## src/rtl/tia_horizontal_sync_counter.sv

```systemverilog
// TIA horizontal timing core: two-phase clock divider, 57-state polynomial line
// counter advanced once per 4 colour clocks, and the horizontal event decodes.
module tia_horizontal_sync_counter (
  input  logic       clk,
  input  logic       rsyn,
  output logic       hphi1,
  output logic       hphi2,
  output logic       rsynl,
  output logic [5:0] out,
  output logic       shb,
  output logic       rsynd,
  output logic       rhs,
  output logic       cnt,
  output logic       rcb,
  output logic       shs,
  output logic       lrhb,
  output logic       rhb
);

  localparam logic [5:0] CNT_SHS  = 6'b111100;
  localparam logic [5:0] CNT_RHS  = 6'b110111;
  localparam logic [5:0] CNT_RCB  = 6'b001111;
  localparam logic [5:0] CNT_RHB  = 6'b011100;
  localparam logic [5:0] CNT_LRHB = 6'b010111;
  localparam logic [5:0] CNT_CNT  = 6'b101100;
  localparam logic [5:0] CNT_SHB  = 6'b010100;
  localparam logic [5:0] CNT_LOCK = 6'b111111;

  logic [1:0] phase_r;
  logic [5:0] out_r;
  logic [5:0] next_s;

  // One polynomial-counter step: XNOR feedback shifted in at the MSB.
  function automatic logic [5:0] lfsr_step(input logic [5:0] cur);
    lfsr_step = {~(cur[0] ^ cur[1]), cur[5:1]};
  endfunction

  // Next count: wrap after the last state of the line, escape the all-ones lock-up.
  always_comb begin
    next_s = 6'b000000;
    if (out_r == CNT_SHB) begin
      next_s = 6'b000000;
    end else if (out_r == CNT_LOCK) begin
      next_s = 6'b000000;
    end else begin
      next_s = lfsr_step(out_r);
    end
  end

  // Phase generator, line counter and reset latch; everything frozen while rsynl is set.
  always_ff @(posedge clk or posedge rsyn) begin
    if (rsyn) begin
      rsynl   <= 1'b1;
      phase_r <= 2'd0;
      hphi1   <= 1'b0;
      hphi2   <= 1'b0;
      out_r   <= 6'b000000;
      rsynd   <= 1'b0;
    end else if (rsynl) begin
      rsynl <= 1'b0;
    end else begin
      phase_r <= phase_r + 2'd1;
      hphi1   <= (phase_r == 2'd0);
      hphi2   <= (phase_r == 2'd2);
      // Count advances as hphi2 falls, so it is stable across every hphi1 pulse.
      if (phase_r == 2'd3) begin
        out_r <= next_s;
        rsynd <= (out_r == CNT_SHB);
      end
    end
  end

  assign out = out_r;

  // Event decodes straight off the counter state.
  always_comb begin
    shs  = 1'b0;
    rhs  = 1'b0;
    rcb  = 1'b0;
    rhb  = 1'b0;
    lrhb = 1'b0;
    cnt  = 1'b0;
    shb  = 1'b0;
    case (out_r)
      CNT_SHS:  shs  = 1'b1;
      CNT_RHS:  rhs  = 1'b1;
      CNT_RCB:  rcb  = 1'b1;
      CNT_RHB:  rhb  = 1'b1;
      CNT_LRHB: lrhb = 1'b1;
      CNT_CNT:  cnt  = 1'b1;
      CNT_SHB:  shb  = 1'b1;
      default: begin
        shs = 1'b0;
      end
    endcase
  end

endmodule

```

## config.mk

```make
export PLATFORM = sky130hd
export DESIGN_NAME = tia_horizontal_sync_counter
export DESIGN_NICKNAME = d
export VERILOG_FILES = /design/src/rtl/tia_horizontal_sync_counter.sv
export SDC_FILE = /design/constraint.sdc
export NUM_CORES = 1
export LEC_CHECK = 0
export BUFFER_PORTS_ARGS = -buffer_cell sky130_fd_sc_hd__buf_2
export CAP_MARGIN = 5
export CORE_UTILIZATION = 49
export DETAILED_ROUTE_END_ITERATION = 6
export GPL_ROUTABILITY_DRIVEN = 0
export PLACE_DENSITY = 0.76
export SLEW_MARGIN = 10
export SYNTH_ARGS = -nofsm -noshare
export SYNTH_HDL_FRONTEND = slang
export SYNTH_SLANG_ARGS = --single-unit
```

## constraint.sdc

```tcl
create_clock -name clk -period 1.81 [get_ports clk]
set_input_delay 0.362 -clock clk [delete_from_list [all_inputs] [get_ports clk]]
set_output_delay 0.362 -clock clk [all_outputs]
set_load 0.02 [all_outputs]
```

# After elaboration in Yosys (flattened, before gate mapping)
# Index checks and enable logic that the tools add are counted.
# Widths: inputs -> output; s select.
dict set report word_totals {
  register_bits 12
  input_bits 2
  output_inout_bits 17
}
dict set report op_classes {
  addsub 1
  n_eq_ne 10
  n_mux 9
  bitwise_logic 3
  reduce_logical 2
}
# operator n
set ops {}
lappend ops {{$eq 6x6->1 const B} 4}
lappend ops {{$eq 6x5->1 const B} 3}
lappend ops {{$mux 6} 2}
lappend ops {{$mux 1} 7}
lappend ops {{$eq 6x4->1 const B} 1}
lappend ops {{$eq 2x2->1 const B} 2}
lappend ops {{$add 2x1->2 const B} 1}
lappend ops {{$logic_not 2->1} 1}
lappend ops {{$not 1->1} 2}
lappend ops {{$reduce_and 2->1} 1}
lappend ops {{$xor 1x1->1} 1}

# Depth between registers and ports, before layout
dict set report logic_depth {
  ltp_word 4
  ltp_mapped 5
  mapped_depth_nobuf 5
}

# Worst setup path after synthesis
# Ideal clock, no wire load.
dict set report synth_path {
  kind {reg2out}
  startpoint {register out_r[4] (netlist: out[4])}
  endpoint {output port lrhb}
  arrival_time_ns 1.558
  slack_ns -0.110
  path_stages_with_launch 4
  cell_sequence {dfrtp_1 -> buf_2 -> nand2_1 -> nor4b_1}
}
dict set report synth_between {
  elab_chain_len 2
}
# item line
set synth_rtl {}
lappend synth_rtl {{start, declared} 30} ;# logic [5:0] out_r;
lappend synth_rtl {{start signal, assigned} 67} ;# out_r <= next_s;
lappend synth_rtl {{$eq 6x5->1} 84} ;# case (out_r)
lappend synth_rtl {{$mux 1} 84}
lappend synth_rtl {{end, declared} 16} ;# output logic lrhb,
# Every way passes these cells.

# Worst setup path in the final report
dict set report layout_path {
  startpoint {register out_r[1] (netlist: out[1])}
  endpoint {output port shb}
}
dict set report layout_between {
  elab_chain_len 2
}
# item line
set layout_rtl {}
lappend layout_rtl {{$eq 6x5->1} 84}
lappend layout_rtl {{$mux 1} 84}
lappend layout_rtl {{end, declared} 10} ;# output logic shb,
# Every way passes these cells.

==> run metrics <==
status=complete, but fails checks; violated checks=negative setup slack; Max Clock Freq=537 MHz; largest net degree at the start of global routing=13; Flop pwr share=29.6%; Cells after Synth=66; Tmin final=1860 ps; antenna viol nets, final=0; Post-layout nets=100; worst min path class=input port to async pin; Crit Path Class=flop to primary output; Fin Setup TNS=-53.3 ps; Post-synth EDFFs=0; Port Buffers=18; final hold slack=96.1 ps; post-synthesis cell type count=27; Clock Sinks=12; Row Count=13; WL final=1330 um; post-synth top area share=40.1%; Layout area overhead=32.2%; CTS Buffer Depth=2; r2r endpoint=out[5]; ant diodes=0; core area=0.00130 mm^2; Pleak=0.453 nW; switch share=43.2%; non-filler instance count after layout=107; reg2reg setup slack=250 ps; wire length of the first global-routing pass=2010 um; crit path DAT=1500 ps; vias in the first global route=472; Worst R2R Path Depth=6; CTS tree=done; wl on met1=559 um; element type at the critical path end=primary output; clock-pin slew on the worst setup and hold paths=70 ps; Yosys Warn Count=0; WP data required=1450 ps; Worst VDD drop=0.000809 V; ys flop type=dfrtp_1; post-route cell area=908 um^2; Switch Pwr=0.660 mW; initial core utilization=52.8%; Die Ht=39.4 um; Vias=563; register area share after synthesis=43.9%; part of the cycle the worst path needs=103%; Final Skew=3.24 ps; synth cell count leaders=dfrtp_1, inv_1, ha_1, nand2_1, o21ai_0; Setup Viol. Count Final=1; Final Core Density=69.8%; Synth async-reset ratio=100%; area leader, netlist=dfrtp_1; top-count cell post-synth=dfrtp_1; Post-Syn Nets=73; Mapped Area=687 um^2; RSZ-0062 raised after global routing=true; num ports=19; clk_lat worst skew=260 ps; WL per Instance=12.4 um; Total Power=1.53 mW; number of buffers created by CTS=3; Max Transition Viols Final=0; Final WS setup=-53.3 ps; internal power=0.869 mW; filler cell count=113; DRT iter0 DRCs=13; CP startpoint kind=flop; P per Cell Area=1680 mW/mm^2; clock network power share=10.9%; die area=0.00156 mm^2; Setup WS pre-CTS=69.6 ps; Placement Cell Area=793 um^2; die width=39.4 um; root buffer cell=clkbuf_4; initial antenna violation count=0; Post-Syn Area per Cell=10.4 um^2; FF-to-FF Start=out[1]; start point of the critical path=out[1]; layout cells sized above 1=50.0%; # placed instances=97; met2 wire len=704 um; crit-path max FO=2; Yosys reg bits=12; Comb pwr share=59.4%; Max H-tree Level=1; DR DRC count=0; highest layer used for signal routing=met4; post-detail-place hpwl=941 um; top post-synthesis cells by area=dfrtp_1, ha_1, mux2_2, dfstp_2, inv_1; drt via density=5.26; final hold violation count=0; First-pass DRT Iterations=3; Max Cap Viol=0; total grt overflow=0; Total GRT Usage=20.0%; WL met3=35 um
==> cell type report <==
type	instances	area, um^2	area share (%)
well taps	15	18.8	2.07
multi-input cells	42	365	40.2
repair buffers	28	174	19.1
inverters	6	22.5	2.48
clock buffers	4	26.3	2.89
flip-flops and latches	12	302	33.2
==> critical path: stages, from the launching register on <==
cell	delay [ps]
dfrtp_1	410
inv_2	90
ha_4	130
or3b_4	390
nor2_4	100
buf_6	120
==> logic make-up (layout without fill, tap and decap cells) <==
| logic type | count (synthesis) | count (layout) | synth area share [%] |
|---|---|---|---|
| compound gates | 10 | 10 | 9.84 |
| xor+xnor | 1 | 1 | 1.28 |
| fa+ha+maj | 5 | 5 | 9.11 |
| buf+inv | 12 | 38 | 8.93 |
| flops | 12 | 12 | 43.9 |
| mux | 6 | 6 | 9.47 |
| other cells | 1 | 1 | 0.546 |
| simple gates | 19 | 19 | 16.9 |
==> placed cells by master, fill, tap and decap left out, types with 2 or more instances in the layout <==
cell type  count
a21oi_1        2
a31oi_1        2
buf_2         16
buf_4         11
clkbuf_4       3
dfrtp_1       11
ha_1           3
ha_4           2
inv_1          4
inv_2          2
mux2_2         3
mux2i_1        2
nand2_1        5
nand3_1        2
nor2_1         2
nor3_1         3
o21ai_0        4
==> power groups by stage <==
stage                     Combinational (mW)  Sequential, mW  Clock, mW
final                                  0.909           0.453      0.167
after global routing                   0.985           0.469      0.188
after CTS                              0.847           0.450      0.176
after detailed placement               0.739           0.462          0
after global placement                 0.717           0.457          0
after floorplan                        0.442           0.561          0
==> metal layers <==
| layer | track usage (%) | up-vias |
|---|---|---|
| met4 | 15.5 | 0 |
| met1 | 22.0 | 270 |
| met5 | 0 | - |
| li1 | - | 275 |
| met2 | 34.8 | 14 |
| met3 | 1.70 | 4 |
==> state kept, by name (all words and copies together) (netlist names) <==
| name | flops |
|---|---|
| out | 6 |
| hphi2 | 1 |
| rsynl | 1 |
| phase_r | 2 |
| hphi1 | 1 |
| rsynd | 1 |
==> how the worst max path moves through the flow <==
| stage | endpoint | cells after the start |
|---|---|---|
| after floorplan | cnt | 4 |
| after global placement | shb | 5 |
| after detailed placement | shb | 5 |
| after CTS | shb | 5 |
| after global routing | shb | 5 |
| final | shb | 5 |
==> repair_timing <==
| item | CTS | global route |
|---|---|---|
| gates resized for setup | 6 | 5 |
| hold buffers | 0 | 0 |
| endpoints found under the hold margin | 0 | 0 |
| pin swaps | 2 | 2 |
| gates cloned | 0 | 0 |
| setup buffers | 4 | 2 |
| setup endpoints to repair | 1 | 5 |
Power figures use the tool's default switching activity.
